### config.mk
export PLATFORM = sky130hd
export DESIGN_NAME = data_pipe
export DESIGN_NICKNAME = d
export VERILOG_FILES = /design/src/rtl/data_pipe.sv
export SDC_FILE = /design/constraint.sdc
export NUM_CORES = 1
export LEC_CHECK = 0
export BUFFER_PORTS_ARGS = -buffer_cell sky130_fd_sc_hd__buf_4
export CAP_MARGIN = 15
export CORE_MARGIN = 2
export CORE_UTILIZATION = 50
export DETAILED_ROUTE_END_ITERATION = 12
export MAX_ROUTING_LAYER = met4
export PLACE_DENSITY = 0.78
export SKIP_LAST_GASP = 1
export SLEW_MARGIN = 20
export SYNTH_ARGS = -nofsm -noshare
export SYNTH_HDL_FRONTEND = slang
export SYNTH_SLANG_ARGS = --single-unit
### constraint.sdc
create_clock -name clk -period 3.75 [get_ports clk]
set_input_delay 0.75 -clock clk [delete_from_list [all_inputs] [get_ports clk]]
set_output_delay 0.75 -clock clk [all_outputs]
set_load 0.05 [all_outputs]
### src/rtl/data_pipe.sv
// data_pipe: DEPTH-stage valid/ready pipeline register with stall back-pressure,
// bubble collapsing and synchronous flush. Reset is synchronous, active-low.
// Optional macro DATA_PIPE_DATA_RST_EN: data registers are also cleared by
// reset and flush (otherwise only valid bits and count are).

// One pipeline stage: a valid bit and a data register.
module data_pipe_stage #(
    parameter int WIDTH = 32
) (
    input  logic             clk,
    input  logic             rst_n,
    input  logic             flush,
    input  logic             load,
    input  logic             adv,
    input  logic [WIDTH-1:0] din,
    output logic             valid,
    output logic [WIDTH-1:0] data
);

    // Valid bit: set on load, cleared when the word moves on without a refill.
    always_ff @(posedge clk) begin
        if (!rst_n || flush)
            valid <= 1'b0;
        else if (load)
            valid <= 1'b1;
        else if (adv)
            valid <= 1'b0;
    end

`ifdef DATA_PIPE_DATA_RST_EN
    // Data register, cleared by reset and flush.
    always_ff @(posedge clk) begin
        if (!rst_n || flush)
            data <= '0;
        else if (load)
            data <= din;
    end
`else
    // Data register without reset; only meaningful while valid is set.
    always_ff @(posedge clk) begin
        if (load)
            data <= din;
    end
`endif

endmodule

module data_pipe #(
    parameter int WIDTH = 32,
    parameter int DEPTH = 2,
    parameter int CW    = $clog2(DEPTH + 1)
) (
    input  logic             clk,
    input  logic             rst_n,
    input  logic             flush,
    input  logic             in_valid,
    output logic             in_ready,
    input  logic [WIDTH-1:0] in_data,
    output logic             out_valid,
    input  logic             out_ready,
    output logic [WIDTH-1:0] out_data,
    output logic [CW-1:0]    count
);

    logic [DEPTH-1:0]            v;
    logic [DEPTH-1:0]            adv;
    logic [DEPTH-1:0]            load;
    logic [DEPTH-1:0][WIDTH-1:0] d;
    logic [DEPTH-1:0][WIDTH-1:0] din;
    logic                        full_above;
    logic                        in_xfer;
    logic                        out_xfer;

    // A stage advances when the output is being taken or any stage
    // downstream of it is empty (bubble collapsing). Walking from the output
    // side with an accumulator avoids a self-referencing adv chain.
    always_comb begin
        adv        = '0;
        full_above = 1'b1;
        for (int s = DEPTH - 1; s >= 0; s--) begin
            adv[s]     = out_ready | ~full_above;
            full_above = full_above & v[s];
        end
    end

    // Input handshake is blocked during reset and flush.
    always_comb begin
        in_ready = rst_n & ~flush & (~v[0] | adv[0]);
        in_xfer  = in_valid & in_ready;
        out_xfer = v[DEPTH-1] & out_ready;
    end

    // Stage 0 loads the input word; later stages load from their predecessor.
    always_comb begin
        load    = '0;
        din     = '0;
        load[0] = in_xfer;
        din[0]  = in_data;
        for (int s = 1; s < DEPTH; s++) begin
            load[s] = v[s-1] & adv[s-1];
            din[s]  = d[s-1];
        end
    end

    for (genvar s = 0; s < DEPTH; s++) begin : g_stage
        data_pipe_stage #(.WIDTH(WIDTH)) u_stage (
            .clk   (clk),
            .rst_n (rst_n),
            .flush (flush),
            .load  (load[s]),
            .adv   (adv[s]),
            .din   (din[s]),
            .valid (v[s]),
            .data  (d[s])
        );
    end

    // Occupancy tracks transfers rather than recounting valid bits.
    always_ff @(posedge clk) begin
        if (!rst_n || flush)
            count <= '0;
        else
            count <= count + CW'(in_xfer) - CW'(out_xfer);
    end

    assign out_valid = v[DEPTH-1];
    assign out_data  = d[DEPTH-1];

endmodule

Word-level counts from Yosys, hierarchy flattened
Index checks and enable logic that the tools add are counted.

cells by class
  reductions and logical operators = 4
  bitwise gates (word level) = 10
  $add $sub $neg = 2
  muxes and demuxes = 4

operator list
  operator           number
  $and 1x1->1        5
  $mux 1             4
  $reduce_bool 2->1  2
  $not 1->1          3
  $add 2x1->2        1
  $or 1x1->1         2
  $sub 2x1->2        1
  $logic_not 1->1    1
  $logic_or 1x1->1   1

word-level totals
  input bits = 37
  output and inout port bits = 36
  register bits after elaboration = 68

Longest topological paths before layout
  depth in word-level cells = 7
  gate-level depth with buffers = 7
  mapped depth without buffers = 7

Hierarchy
Synthesis repeated with hierarchy kept, for this count alone.

unflattened totals
  cells, all modules = 88
  area total of the unflattened synthesis = 2158.3 um2

modules (own cells, without submodules)
  module           times used  area each (um2)  seq. area each (um2)  cells an instance
  data_pipe_stage  2           1001.0           980.9                 36
  data_pipe        1           156.4            40.0                  16

Worst setup path after synthesis
No wires, ideal clock.

  kind = input to register
  start = in rst_n
  end = reg g_stage[0].u_stage.data[0] (enable)
  required time = 3358 ps
  slack = 1566 ps
  stages = 2
  setup time = 392 ps
  data arrival time = 1792 ps
  cell sequence = nor2b_1 > and3_1

between the ends
  longest elaborated chain between the ends = 3

RTL lines
  element                            line  RTL
  start, declared                    54    input logic rst_n,
  $and 1x1->1 (2 in series)          88    in_ready = rst_n & ~flush & (~v[0] | adv[0]);
  $and 1x1->1                        89    in_xfer = in_valid & in_ready;
  named net g_stage[0].u_stage.load  13    input logic load,
  end signal, assigned               42    data <= din;
  end, declared                      17    output logic [WIDTH-1:0] data

The timed path passes the listed nets, and every way through them passes these cells.
A chain may end at the register's enable or synchronous reset.

Worst setup path after layout
  start = in out_ready
  end = out in_ready

between the ends
  longest elaborated chain between the ends = 3

RTL lines
  element          line  RTL
  start, declared  60    input logic out_ready,
  $or 1x1->1       81    adv[s] = out_ready | ~full_above;
  $or 1x1->1       88
  $and 1x1->1      88
  end, declared    57    output logic in_ready,

No other way between the ends.

==> reports/results.ini <==
[clock_tree]
post_cts_buffers=0
clk_latency_ps=330
hold_buffers=0
cts_tree=yes
clockBufferDepth=2
root_buffer=clkbuf_8
cts_sinks=68
cts.htree.levels=3
postCtsResizedCells=0
cts_buffers=9
clk_pin_slew_worst_paths_ps=70

[layout]
finalInstanceArea_um2=2970
syn2layout_area_growth_pct=24.8
nets=211
most-common-layout-cells=74 x buf_4, 64 x edfxtp_1, 9 x clkbuf_8, 4 x and2_1, 4 x dfxtp_1
mostFrequentLayoutCell=buf_4
drive_gt1_frac=0.497
n_antenna_cell=0
fillers=339

[timing]
finalMaxSlewViolations=0
timing.clock.skew_ps=4.65
min_period_over_period=0.577
fin_ws_ps=1590
hold_violations=0
setup_viol=0
worstMarginPinSlew_ps=405
tns_ps=0
timing.final.crit_period_ps=2160
worst_hold_slack_ps=419
fmax_ghz=0.463
rsz0062_at_grt=false
max-slew-margin-rel=0.730

[detailed_routing]
remaining_drc_errors=0
wire_per_inst_um=14.5
via_per_inst=4.50
ant_nets=0
firstDrtPassIters=3
drt-total-wl_um=3360
vias=1039
drtIter0Drc=58

[yosys]
avgSynthCellArea_um2=20.0
synth_cells=119
synth_cell_types=14
yosysWarnings=0
yosysSeqAreaShare=0.842
netlist_area_um2=2380
synthesis.nets=158
ys_ff_latch=68

[worst_setup_path]
r2r_cells=7
path_depth=4
crit_buf_inv=2
path_class=in -> out
path_cells=buf_4, nand3b_1, and2_1, buf_4
crit_required_ps=3000
crit_fanout=4
crit_top_cell=buf_4
arrival_ps=1410
cp_top_family=simple AND/OR/NAND/NOR gates
setup.worst_path.end_class=output pin
start_kind=primary input
critPathMaxStageDelay_ps=190
cp_slowest_cell=nand3b_1
setup.reg_to_reg.worst_slack_ps=2280

[global_routing]
grt_pass1_wl_um=4770
antenna_found_initial=0
grt_max_degree=33
grt_pass1_vias=1026
grt_usage=0.135
grt_overflow=0

[floorplanning]
row_count=25
coreArea_um2=4660
boundaryPins=73
start_util=0.510
fp.dieW_um=73.0
die_area_um2=5320
die_y_um=73.0

[power]
p_leak_nw=1.16
totalPowerFinal_mw=1.57
ir_drop_mv=0.264
p_per_area_nw_per_um2=528

[placed_design]
gp_congestion=0.802
port_buffers=72
hpwlAfterDp_um=2380
pre_cts_slack_ps=1600
place_area_um2=2760

[run_status]
status=completed

[worst_hold_path]
min_path_cells=0
min_path_type=reg -> reg

[flow_run]
max-cap-violations=0

==> cell usage after synthesis <==
master	instances	area, µm²
edfxtp_1	64	1920
nor2_1	1	3.75
and3_1	1	6.26
inv_1	3	11.3
and2_1	4	25.0
a21oi_1	2	10.0
buf_4	32	240
xnor3_1	1	22.5
nand3_1	1	5.00
dfxtp_1	4	80.1
nor2b_1	1	6.26
nand3b_1	1	7.51
ha_1	2	25.0
nand2b_1	2	12.5
==> cell type report <==
cell class / instances / area, µm² / area share
clock inverters: 6 / 78.8 / 0.0266
multi-input cells: 16 / 124 / 0.0418
inverters: 3 / 11.3 / 0.00380
repair buffers: 74 / 556 / 0.187
clock buffers: 10 / 128 / 0.0430
well taps: 54 / 67.6 / 0.0228
flip-flops and latches: 68 / 2000 / 0.675
==> stage by stage <==
stage	utilization	instances
after floorplan	-	119
after global placement	0.592	215
after detailed placement	0.592	215
after CTS	0.637	231
after global routing	0.637	231
final	0.637	231
==> worst paths after layout <==
kind                                      end                        start
setup / recovery                     in_ready                    out_ready
hold / removal    g_stage[1].u_stage.data[23]  g_stage[0].u_stage.data[23]
setup reg to reg                     count[1]     g_stage[1].u_stage.valid
hold reg to reg   g_stage[1].u_stage.data[23]  g_stage[0].u_stage.data[23]
==> cell families after synthesis <==
family          synth area share
simple gates              0.0279
flops                      0.842
compound gates           0.00421
xor+xnor                 0.00947
fa+ha+maj                 0.0105
buf+inv                    0.106
==> registers in the layout (all words and copies together), names as in the netlist <==
signal,count
g_stage.u_stage.data,64
count,2
g_stage.u_stage.valid,2
==> worst reg2reg max path: stages, from the launching register on <==
cell and delay, ps:
dfxtp_1 340, nand3b_1 140, nand3_1 100, ha_1 290, inv_1 60, ha_1 150
xnor3_1 220, nor2_1 120
==> report_power, final <==
part	switching, mW	internal, mW	leakage [nW]
combinational	0.0549	0.0389	0.429
sequential	0.00534	0.851	0.620
clock	0.248	0.369	0.107
==> layer usage <==
metal | share of wire | GRT usage
met1 | 0.38 | 0.139
met2 | 0.50 | 0.210
met3 | 0.094 | 0.0483
met4 | 0.031 | 0.105
met5 | 0 | -
Power figures use the tool's default switching activity.
